<file path="config.mk">
export PLATFORM = sky130hd
export DESIGN_NAME = lcd_msg_arbiter_flat
export DESIGN_NICKNAME = d
export VERILOG_FILES = /design/src/rtl/lcd_msg_arbiter_if.sv /design/src/rtl/lcd_msg_arbiter.sv /design/src/flat_wrapper.sv
export SDC_FILE = /design/constraint.sdc
export NUM_CORES = 1
export LEC_CHECK = 0
export CORE_MARGIN = 2
export CORE_UTILIZATION = 55
export DETAILED_ROUTE_END_ITERATION = 10
export PLACE_DENSITY = 0.82
export SLEW_MARGIN = 20
export SYNTH_ARGS = -nofsm -noshare
export SYNTH_HDL_FRONTEND = slang
export SYNTH_SLANG_ARGS = --single-unit
</file>
<file path="constraint.sdc">
create_clock -name CLK -period 29.4 [get_ports CLK]
set_input_delay 5.88 -clock CLK [delete_from_list [all_inputs] [get_ports CLK]]
set_output_delay 5.88 -clock CLK [all_outputs]
set_load 0.02 [all_outputs]
</file>
<file path="src/rtl/lcd_msg_arbiter_if.sv">
// rtl/lcd_msg_arbiter_if.sv - requester-side handshake bundle for lcd_msg_arbiter
`timescale 1ns/1ps
interface lcd_msg_arbiter_if;
  logic       REQ0;
  logic       VALID0;
  logic [7:0] DATA0;
  logic       REQ1;
  logic       VALID1;
  logic [7:0] DATA1;
  logic       GNT0;
  logic       GNT1;

  modport master (output REQ0, VALID0, DATA0, REQ1, VALID1, DATA1, input GNT0, GNT1);
  modport slave  (input REQ0, VALID0, DATA0, REQ1, VALID1, DATA1, output GNT0, GNT1);
endinterface

</file>
<file path="src/rtl/lcd_msg_arbiter.sv">
// rtl/lcd_msg_arbiter.sv - two-requester arbiter committing 16-byte messages to LCD line 2
// Optional load stall timeout enabled by defining LCD_ARB_TIMEOUT_EN.
`timescale 1ns/1ps
module lcd_msg_arbiter #(
`ifdef LCD_ARB_TIMEOUT_EN
  parameter int TIMEOUT_CYCLES = 64,
`endif
  parameter int HOLD_CYCLES = 1100,
  parameter int HOLD_W      = 11
) (
  input  logic             CLK,
  input  logic             RESETN,
  lcd_msg_arbiter_if.slave bus,
  output logic [127:0]     LINE2,
  output logic             OWNER,
  output logic             NEW_MSG,
  output logic             ABORT
);

  typedef enum logic [1:0] {IDLE, LOAD, HOLD} stateT;

  stateT             state, stateNext;
  logic              owner, ownerNext;
  logic              lastGrant, lastGrantNext;
  logic [3:0]        idx, idxNext;
  logic [HOLD_W-1:0] holdCnt, holdNext;
  logic [127:0]      staging;
  logic              commitPending, commitNext;
  logic              abortNext;
  logic              accept;
  logic              reqOwn, validOwn;
  logic [7:0]        dataOwn;
`ifdef LCD_ARB_TIMEOUT_EN
  localparam int STALL_W = $clog2(TIMEOUT_CYCLES + 1);
  logic [STALL_W-1:0] stallCnt, stallNext;
`endif

  assign reqOwn   = owner ? bus.REQ1   : bus.REQ0;
  assign validOwn = owner ? bus.VALID1 : bus.VALID0;
  assign dataOwn  = owner ? bus.DATA1  : bus.DATA0;

  // Grants come only from registered state, never from REQ/VALID.
  assign bus.GNT0 = (state == LOAD) && !owner;
  assign bus.GNT1 = (state == LOAD) && owner;

  always_comb begin
    stateNext     = state;
    ownerNext     = owner;
    lastGrantNext = lastGrant;
    idxNext       = idx;
    holdNext      = holdCnt;
    commitNext    = 1'b0;
    abortNext     = 1'b0;
    accept        = 1'b0;
`ifdef LCD_ARB_TIMEOUT_EN
    stallNext     = stallCnt;
`endif
    case (state)
      IDLE: begin
        if (bus.REQ0 || bus.REQ1) begin
          // On a tie the requester not granted last time wins.
          ownerNext     = (bus.REQ0 && bus.REQ1) ? !lastGrant : bus.REQ1;
          lastGrantNext = ownerNext;
          idxNext       = '0;
          stateNext     = LOAD;
`ifdef LCD_ARB_TIMEOUT_EN
          stallNext     = '0;
`endif
        end
      end
      LOAD: begin
        if (!reqOwn) begin
          abortNext = 1'b1;
          idxNext   = '0;
          stateNext = IDLE;
        end else if (validOwn) begin
          accept  = 1'b1;
          idxNext = idx + 4'd1;
`ifdef LCD_ARB_TIMEOUT_EN
          stallNext = '0;
`endif
          if (idx == 4'd15) begin
            commitNext = 1'b1;
            idxNext    = '0;
            holdNext   = '0;
            stateNext  = HOLD;
          end
        end
`ifdef LCD_ARB_TIMEOUT_EN
        else if (stallCnt == STALL_W'(TIMEOUT_CYCLES - 1)) begin
          abortNext = 1'b1;
          idxNext   = '0;
          stateNext = IDLE;
        end else begin
          stallNext = stallCnt + STALL_W'(1);
        end
`endif
      end
      HOLD: begin
        if (holdCnt == HOLD_W'(HOLD_CYCLES - 1)) begin
          holdNext  = '0;
          stateNext = IDLE;
        end else begin
          holdNext = holdCnt + HOLD_W'(1);
        end
      end
      default: stateNext = IDLE;
    endcase
  end

  always_ff @(posedge CLK or posedge RESETN) begin
    if (RESETN) begin
      state         <= IDLE;
      owner         <= 1'b0;
      lastGrant     <= 1'b1;
      idx           <= '0;
      holdCnt       <= '0;
      staging       <= {16{8'h20}};
      commitPending <= 1'b0;
      LINE2         <= {16{8'h20}};
      OWNER         <= 1'b0;
      NEW_MSG       <= 1'b0;
      ABORT         <= 1'b0;
`ifdef LCD_ARB_TIMEOUT_EN
      stallCnt      <= '0;
`endif
    end else begin
      state         <= stateNext;
      owner         <= ownerNext;
      lastGrant     <= lastGrantNext;
      idx           <= idxNext;
      holdCnt       <= holdNext;
      commitPending <= commitNext;
      NEW_MSG       <= commitPending;
      ABORT         <= abortNext;
`ifdef LCD_ARB_TIMEOUT_EN
      stallCnt      <= stallNext;
`endif
      if (accept) begin
        staging[{idx, 3'b000} +: 8] <= dataOwn;
      end
      // Whole line swaps in one edge so the display never shows a mix.
      if (commitPending) begin
        LINE2 <= staging;
        OWNER <= owner;
      end
    end
  end

endmodule

</file>
<file path="src/flat_wrapper.sv">
// flat-port wrapper written by rule: the top's interface ports become plain ports
module lcd_msg_arbiter_flat 
#(

  parameter int HOLD_CYCLES = 1100,
  parameter int HOLD_W      = 11
)
  (CLK, RESETN, LINE2, OWNER, NEW_MSG, ABORT, bus_REQ0, bus_VALID0, bus_DATA0, bus_REQ1, bus_VALID1, bus_DATA1, bus_GNT0, bus_GNT1);
  lcd_msg_arbiter_if bus_i ();
  input  logic CLK;
  input  logic RESETN;
  output logic [127:0] LINE2;
  output logic OWNER;
  output logic NEW_MSG;
  output logic ABORT;
  input wire logic [$bits(bus_i.REQ0)-1:0] bus_REQ0;
  input wire logic [$bits(bus_i.VALID0)-1:0] bus_VALID0;
  input wire logic [$bits(bus_i.DATA0)-1:0] bus_DATA0;
  input wire logic [$bits(bus_i.REQ1)-1:0] bus_REQ1;
  input wire logic [$bits(bus_i.VALID1)-1:0] bus_VALID1;
  input wire logic [$bits(bus_i.DATA1)-1:0] bus_DATA1;
  output wire logic [$bits(bus_i.GNT0)-1:0] bus_GNT0;
  output wire logic [$bits(bus_i.GNT1)-1:0] bus_GNT1;
  assign bus_i.REQ0 = bus_REQ0;
  assign bus_i.VALID0 = bus_VALID0;
  assign bus_i.DATA0 = bus_DATA0;
  assign bus_i.REQ1 = bus_REQ1;
  assign bus_i.VALID1 = bus_VALID1;
  assign bus_i.DATA1 = bus_DATA1;
  assign bus_GNT0 = bus_i.GNT0;
  assign bus_GNT1 = bus_i.GNT1;
  lcd_msg_arbiter #(.HOLD_CYCLES(HOLD_CYCLES), .HOLD_W(HOLD_W)) u_core (.CLK(CLK), .RESETN(RESETN), .bus(bus_i), .LINE2(LINE2), .OWNER(OWNER), .NEW_MSG(NEW_MSG), .ABORT(ABORT));
endmodule
</file>
==> results of run 1 <==
## placed cells by master (no fill, tap or decap), types with 6 or more instances in the layout
cell / n
and3_1: 6
clkbuf_16: 27
clkdlybuf4s50_1: 154
clkinv_2: 6
dfrtp_1: 245
dfstp_2: 33
mux2_2: 267
mux2i_1: 9
nand2_1: 18
nand2b_1: 7
nand3_1: 10
nand3_2: 9
nor2_1: 29
nor2b_1: 7
nor3_1: 21
o21ai_0: 16
## kinds of logic after synthesis
group / synth area share [%]
mux: 27.63
flops: 62.21
xor+xnor: 0.5431
fa+ha+maj: 0.5541
compound gates: 1.529
simple gates: 6.118
buf+inv: 1.419
## registers in the layout, indices dropped and copies added, names as in the netlist
| name | flops |
|---|---|
| u_core.LINE2 | 128 |
| u_core.staging | 128 |
| u_core.holdCnt | 11 |
| u_core.idx | 4 |
| u_core.state | 2 |
| u_core.ABORT | 1 |
| u_core.NEW_MSG | 1 |
| u_core.OWNER | 1 |
| u_core.commitPending | 1 |
| u_core.lastGrant | 1 |
| u_core.owner | 1 |
## worst paths after layout
| check | startpoint | end | slack [ns] | cells past startpoint |
|---|---|---|---|---|
| setup / recovery | u_core.owner | bus_GNT1 | 21.13 | 2 |
| hold / removal | u_core.staging[7] | u_core.LINE2[7] | 0.50 | 1 |
| setup reg to reg | u_core.owner | u_core.staging[41] | 26.49 | 4 |
| hold reg to reg | u_core.staging[7] | u_core.LINE2[7] | 0.50 | 1 |
| max in group asynchronous | RESETN | u_core.LINE2[82] | 21.95 | 3 |
| min in group asynchronous | RESETN | u_core.LINE2[105] | 5.95 | 2 |
## final cells by class
| class | instances | area (um2) | area share, % |
|---|---|---|---|
| clock buffers | 36 | 749.5 | 5.368 |
| multi-input cells | 441 | 4106 | 29.41 |
| clock inverters | 11 | 136.4 | 0.9768 |
| well taps | 270 | 337.8 | 2.420 |
| flip-flops and latches | 279 | 7027 | 50.33 |
| repair buffers | 159 | 1579 | 11.31 |
| inverters | 5 | 26.28 | 0.1882 |
## through the flow
stage / hold slack (ns) / std cells / setup WS (ns) / instance area (um2) / total power, W
2_1_floorplan: 0.3888 / 757 / 15.88 / 11290 / 0.0004051
3_3_place_gp: 0.4727 / 1154 / 21.29 / 13080 / 0.0004149
3_5_place_dp: 0.4873 / 1154 / 21.20 / 13080 / 0.0004151
4_1_cts: 0.4978 / 1201 / 21.14 / 13960 / 0.0007597
5_1_grt: 0.5136 / 1201 / 21.04 / 13960 / 0.0007804
6_report: 0.5003 / 1201 / 21.13 / 13960 / 0.0007552
## per-layer routing
layer,part of all wire (%),vias up,wire [um],track usage [%]
met3,5.3,29,1256,4.503
met4,1.7,0,413,4.760
met2,48,157,11400,36.73
met5,0,-,0,0
met1,45,3409,10670,31.61
li1,-,3013,-,-
## power by group
group,leakage [nW],internal (W),switching (W)
combinational,2.41,0.00000586,0.0000167
clock,0.438,0.000205,0.000143
sequential,3.74,0.000384,0.000000662
total,6.59,0.000595,0.000160
==> impl_metrics.csv, run 1 <==
group,metric,value,unit
setup_path,required,23.52,ns
floorplanning,rows,52,
place,portBuffers,154,
clocking,cts_hold_buffers,0,
sta,tns,0,ns
synth,yosys_warnings,0,
synth,ys.flop_type,"dfrtp_1",
setup_path,setup.worst_path.class,"reg -> out",
setup_path,worstPathCellList,"and2_1 -> clkdlybuf4s50_1",
setup_path,crit_buf_inv,1,
clocking,clk_latency,0.54,ns
clocking,cts_made_buffers,27,
global_route,grt_max_degree,131,
sta,setup_viol,0,
synth,synth_edf_count,0,
layout,area_growth_syn_to_layout,23.67,%
global_route,grt_pass1_vias,6836,
floorplanning,die_w,147.3,um
synth,synth_area,11290,um2
route,drtIter0Drc,357,
sta,rsz0062_at_grt,"false",
floorplanning,dieArea,21690,um2
clocking,path_clk_slew,0.06,ns
clocking,cts.sinks,279,
setup_path,cp.arrival,2.39,ns
place,place.gp.congestion,0.8226,
clocking,ctsResizeCount,0,
synth,ys_ff_latch,279,
sta,min_period_over_period,28.11,%
sta,period_minus_slack,8.266,ns
pwr,power.leakage,6.589,nW
setup_path,max_stage_delay,1.00,ns
layout,nets,940,
global_route,antenna_found_initial,0,
sta,relSlewSlack,32.61,%
clocking,root_buffer,"clkbuf_16",
setup_path,cpMaxStageDelayCell,"dfrtp_1",
setup_path,critical_path.top_delay_family,"flip-flops",
synth,yosys-top-cells-count,"mux2_2, dfrtp_1, dfstp_2",
sta,finClkSkew,0.008408,ns
route,drt_wl_total,23.74,mm
layout,num_antenna_cells,0,
clocking,htreeDepth,1,
route,first_pass_iters,4,
synth,async_flop_share,100.0,%
layout,finish.utilization,69.22,%
sta,hold_violations,0,
sta,worst_pin_slew,0.9828,ns
status,outcome,"complete, no violations",
synth,yosysTopAreaCellShare,54.53,%
global_route,grt_first_pass_wirelength,38.45,mm
floorplanning,die_y,147.3,um
layout,fillers,1427,
pwr,worst_ir_drop_vdd,0.04633,mV
sta,final-max-slew-violation-count,0,
clocking,max-clock-path-buffers,3,
synth,avgSynthCellArea,14.91,um2
pwr,p_per_area,54.09,nW/um2
hold_path,hold_class,"reg -> reg",
route,vias_per_cell,5.502,
sta,fmax,121.0,MHz
global_route,grt_util_all_layers,22.44,%
synth,yosysTopAreaCell,"dfrtp_1",
setup_path,path_max_fanout,23,
synth,synth_nets,784,
route,ant_nets,0,
route,wire_per_inst,19.77,um
global_route,grt-ovfl-total,0,
floorplanning,start_util,55.97,%
route,num_vias,6608,
setup_path,start_kind,"register",
flow_run,max-cap-violations,0,
floorplanning,core_area,20170,um2
clocking,postCtsSetupBuffers,0,
clocking,cts_tree,"built",
setup_path,end_kind,"output pin",
synth,synth.area.top_cells,"dfrtp_1, mux2_2, dfstp_2",
synth,synth.most_common_cell,"mux2_2",
route,drc,0,
synth,synth_cells,757,
layout,drive_gt1_share,38.99,%
synth,ys_seq_area_share,62.21,%
place,post-dp-hpwl,15.75,mm
floorplanning,ios,155,
synth,synthDistinctLibCells,41,
Note: power is estimated with default switching activity, not from simulation.
==> run 2, diff against run 1 <==
==> constraint.sdc (replaced) <==
create_clock -name CLK -period 8.7 [get_ports CLK]
set_input_delay 1.74 -clock CLK [delete_from_list [all_inputs] [get_ports CLK]]
set_output_delay 1.74 -clock CLK [all_outputs]
set_load 0.02 [all_outputs]
==> impl_metrics.csv, run 2 (synthesis results as in run 1) <==
group,metric,value,unit
status,outcome,"complete, no violations",
global_route,gr-max-usage-layer,"met2",
layout,nets,941,
route,ant_nets,0,
hold_path,min_from,"u_core.staging[52]",
pwr,worst_ir_drop_vdd,0.1527,mV
global_route,use_met2,35.91,%
layout,area_growth_syn_to_layout,24.26,%
layout,largestRegisters,"u_core.LINE2 x128, u_core.staging x128, u_core.holdCnt x11",
global_route,grt_use_met1,31.89,%
hold_path,hold_class,"reg -> reg",
clocking,htreeDepth,1,
layout,layout_commonest_cell,"mux2_2",
clocking,max-clock-path-buffers,3,
layout,num_antenna_cells,0,
sta,fmax,245.2,MHz
layout,layout_common_cells,"mux2_2, dfrtp_1, clkdlybuf4s50_1",
global_route,antenna_found_initial,0,
setup_path,cp.arrival,2.34,ns
pwr,power.leakage,6.608,nW
clocking,postCtsSetupBuffers,0,
place,post-dp-hpwl,15.68,mm
clocking,path_clk_slew,0.07,ns
sta,min_period_over_period,46.88,%
route,wire_per_inst,19.50,um
route,drc,0,
sta,worst_pin_slew,1.094,ns
clocking,ctsResizeCount,0,
hold_path,holdPathStages,1,
clocking,cts_made_buffers,27,
sta,tns,0,ns
floorplanning,ios,155,
pwr,p_per_area,184.3,nW/um2
setup_path,end_kind,"output pin",
setup_path,start_kind,"register",
floorplanning,die_w,147.3,um
sta,relSlewSlack,27.07,%
setup_path,reg2reg_depth,4,
sta,setup_viol,0,
sta,rsz0062_at_grt,"false",
global_route,grt_first_pass_wirelength,38.01,mm
clocking,clk_latency,0.53,ns
floorplanning,core_area,20170,um2
place,portBuffers,154,
route,drt_wl_total,23.49,mm
setup_path,rr_startpoint,"u_core.owner",
setup_path,rrSetupSlack,5.85,ns
floorplanning,rows,52,
sta,period_minus_slack,4.078,ns
floorplanning,start_util,55.97,%
clocking,cts_tree,"built",
global_route,grtUsageMet3,3.571,%
clocking,cts.sinks,279,
global_route,grt-ovfl-total,0,
setup_path,setup.worst_path.class,"reg -> out",
route,first_pass_iters,4,
setup_path,required,6.96,ns
route,vias_per_cell,5.507,
sta,hold_violations,0,
clocking,root_buffer,"clkbuf_16",
place,place.gp.congestion,0.8262,
floorplanning,dieArea,21690,um2
global_route,grt_pass1_vias,6873,
hold_path,hold_end,"u_core.LINE2[52]",
sta,finClkSkew,0.01614,ns
clocking,cts_hold_buffers,0,
setup_path,path_max_fanout,23,
setup_path,reg2reg_to,"u_core.staging[44]",
layout,drive_gt1_share,39.47,%
global_route,grt_util_all_layers,22.14,%
route,drtIter0Drc,441,
layout,finish.utilization,69.55,%
floorplanning,die_y,147.3,um
route,num_vias,6636,
layout,fillers,1372,
flow_run,max-cap-violations,0,
global_route,grt_max_degree,157,
sta,final-max-slew-violation-count,0,
## run 2: how the worst max path moves through the flow
stage,start,endpoint,slack (ns),cells past startpoint
after floorplan,RESETN,u_core.ABORT,3.29,1
after global placement,bus_REQ0,u_core.staging[47],4.73,5
after detailed placement,bus_REQ0,u_core.staging[42],4.69,5
after CTS,u_core.owner,bus_GNT1,4.61,2
after global routing,u_core.owner,bus_GNT1,4.53,2
final,u_core.owner,bus_GNT1,4.62,2
## run 2: per-stage QoR
stage	instance area, um2	power [W]	worst slack [ns]	cells	hold WS (ns)
2_1_floorplan	11290	0.001369	3.294	757	0.3888
4_1_cts	14030	0.002614	4.609	1205	0.4984
6_report	14030	0.002586	4.622	1205	0.4957
3_3_place_gp	13090	0.001403	4.728	1155	0.4797
3_5_place_dp	13090	0.001404	4.688	1155	0.4884
5_1_grt	14030	0.002675	4.527	1205	0.5123
## run 2: layout make-up
type                       count  area (um2)  area share [%]
clock buffer                  34       742.0           5.289
clock inverter                16       193.9           1.382
inverter                       5       22.52          0.1605
multi-input combinational    441        4106           29.27
sequential                   279        7027           50.09
tap                          270       337.8           2.408
timing repair buffer         160        1599           11.40
## run 2: routing by layer
layer / vias to the layer above / part of all wire [%]
met5: - / 0
met4: 0 / 2.1
met3: 33 / 4.6
met2: 169 / 48
met1: 3422 / 45
li1: 3012 / -
## run 2: critical path: stages (launching register included)
cell and delay, ns:
dfrtp_1 0.98, and2_1 0.23, clkdlybuf4s50_1 0.60
## run 2: report_power, final
group          switching, W  internal, W
Combinational     0.0000568    0.0000206
Clock              0.000483     0.000724
Sequential       0.00000220      0.00130
Total              0.000542      0.00204
==> run 3, diff against run 2 <==
==> constraint.sdc (replaced) <==
create_clock -name CLK -period 3.9 [get_ports CLK]
set_input_delay 0.78 -clock CLK [delete_from_list [all_inputs] [get_ports CLK]]
set_output_delay 0.78 -clock CLK [all_outputs]
set_load 0.02 [all_outputs]
==> impl_metrics.csv, run 3 (synthesis results as in run 1) <==
group,metric,value,unit
sta,rsz0062_at_grt,"false",
route,wl_met2,10.95,mm
global_route,antenna_found_initial,0,
layout,nets,948,
layout,drive_gt1_share,38.89,%
status,outcome,"complete, no violations",
setup_path,cp.arrival,2.06,ns
floorplanning,die_y,147.3,um
route,vias_per_cell,5.500,
floorplanning,start_util,55.97,%
setup_path,setup.worst_path.class,"reg -> out",
layout,fillers,1368,
pwr,p_per_area,396.4,nW/um2
route,first_pass_iters,4,
clocking,ctsResizeCount,0,
sta,min_period_over_period,72.71,%
clocking,clk_latency,0.53,ns
route,num_vias,6661,
pwr,switching_share,21.27,%
sta,relSlewSlack,34.19,%
layout,layout_common_cells,"mux2_2, dfrtp_1, clkdlybuf4s50_1",
pwr,power_frac_seq,52.2,%
setup_path,required,3.12,ns
sta,fmax,352.6,MHz
pwr,switchingPower,0.001182,W
setup_path,worstPathCellList,"and2_1 -> clkdlybuf4s50_1",
route,drt_wl_total,23.35,mm
clocking,cts_tree,"built",
place,place.gp.congestion,0.8241,
layout,layout_commonest_cell,"mux2_2",
global_route,grt_max_degree,75,
layout,area_growth_syn_to_layout,24.16,%
route,drtIter0Drc,370,
place,post-dp-hpwl,15.89,mm
floorplanning,dieArea,21690,um2
sta,setup_viol,0,
sta,period_minus_slack,2.836,ns
global_route,grt_pass1_vias,6857,
floorplanning,ios,155,
floorplanning,rows,52,
setup_path,max_stage_delay,0.71,ns
clocking,postCtsSetupBuffers,0,
setup_path,end_kind,"output pin",
clocking,cts.sinks,279,
route,ant_nets,0,
setup_path,cpMaxStageDelayCell,"dfrtp_1",
route,routed.top_layer,"met4",
pwr,power.total,0.005557,W
clocking,max-clock-path-buffers,3,
route,wire_per_inst,19.28,um
pwr,power.leakage,6.611,nW
route,drc,0,
place,portBuffers,154,
route,drt-met1-wl,10.62,mm
floorplanning,core_area,20170,um2
sta,worst_pin_slew,0.9743,ns
flow_run,max-cap-violations,0,
hold_path,hold_class,"reg -> reg",
clocking,htreeDepth,1,
global_route,grt_first_pass_wirelength,37.67,mm
pwr,clock_power_share,44.5,%
clocking,root_buffer,"clkbuf_16",
floorplanning,die_w,147.3,um
sta,finClkSkew,0.01694,ns
layout,largestRegisters,"u_core.LINE2 x128, u_core.staging x128, u_core.holdCnt x11",
pwr,combPwrFrac,3.2,%
clocking,cts_made_buffers,27,
setup_path,path_max_fanout,15,
sta,hold_violations,0,
global_route,grt-ovfl-total,0,
pwr,worst_ir_drop_vdd,0.3115,mV
route,met3_length,1.268,mm
setup_path,start_kind,"register",
pwr,p_int,0.004375,W
clocking,path_clk_slew,0.06,ns
sta,tns,0,ns
global_route,grt_util_all_layers,21.88,%
sta,final-max-slew-violation-count,0,
clocking,cts_hold_buffers,0,
layout,num_antenna_cells,0,
## run 3: cell count changes in the layout (fill, tap and decap cells not counted), sizes merged
cell      previous run  this run
bufinv               4         1
clkinv               7         4
clkinvlp             5         1
clkbuf              34        43
buf                  6        13
## run 3: area by class of cell
type	instances	area, um2	share of cell area, %
inverters	5	22.52	0.1607
well taps	270	337.8	2.410
flip-flops and latches	279	7027	50.13
repair buffers	167	1689	12.05
multi-input cells	441	4106	29.30
clock buffers	43	775.7	5.534
clock inverters	6	58.81	0.4195
## run 3: power groups by stage
| stage | sequential [W] | combinational [W] | clock [W] |
|---|---|---|---|
| 6_report | 0.00290 | 0.000180 | 0.00247 |
| 3_3_place_gp | 0.00295 | 0.000183 | 0 |
| 5_1_grt | 0.00290 | 0.000203 | 0.00263 |
| 2_1_floorplan | 0.00295 | 0.000103 | 0 |
| 3_5_place_dp | 0.00295 | 0.000185 | 0 |
| 4_1_cts | 0.00290 | 0.000185 | 0.00252 |
## run 3: worst paths after layout
kind	startpoint	to	slack, ns	depth (start not counted)
worst max-delay path	u_core.owner	bus_GNT1	1.06	2
worst min-delay path	u_core.staging[67]	u_core.LINE2[67]	0.50	1
worst max register to register	u_core.idx[0]	u_core.staging[82]	1.08	5
worst min register to register	u_core.staging[67]	u_core.LINE2[67]	0.50	1
max in group asynchronous	RESETN	u_core.LINE2[37]	2.24	3
min in group asynchronous	RESETN	u_core.staging[126]	0.78	2
## run 3: routing by layer
layer	vias up	GRT usage (%)
met5	-	0
met4	0	5.481
met3	41	3.447
met2	165	35.42
met1	3422	31.46
li1	3033	-
## run 3: stage by stage
stage	setup WS (ns)	cell area [um2]	std cells	hold WS, ns	utilization (%)
2_1_floorplan	-0.5464	11290	757	0.3888	-
3_5_place_dp	0.8242	13180	1162	0.4845	65.36
4_1_cts	1.033	14020	1211	0.5017	69.50
3_3_place_gp	0.9035	13180	1162	0.4809	65.36
6_report	1.064	14020	1211	0.5009	69.50
5_1_grt	0.9156	14020	1211	0.5140	69.50
## run 3: critical path, delay by kind of cell (launching register included)
kind | cells | cell delay [ns]
buffers and inverters | 1 | 0.60
DFF | 1 | 0.71
and+or+nand+nor | 1 | 0.22
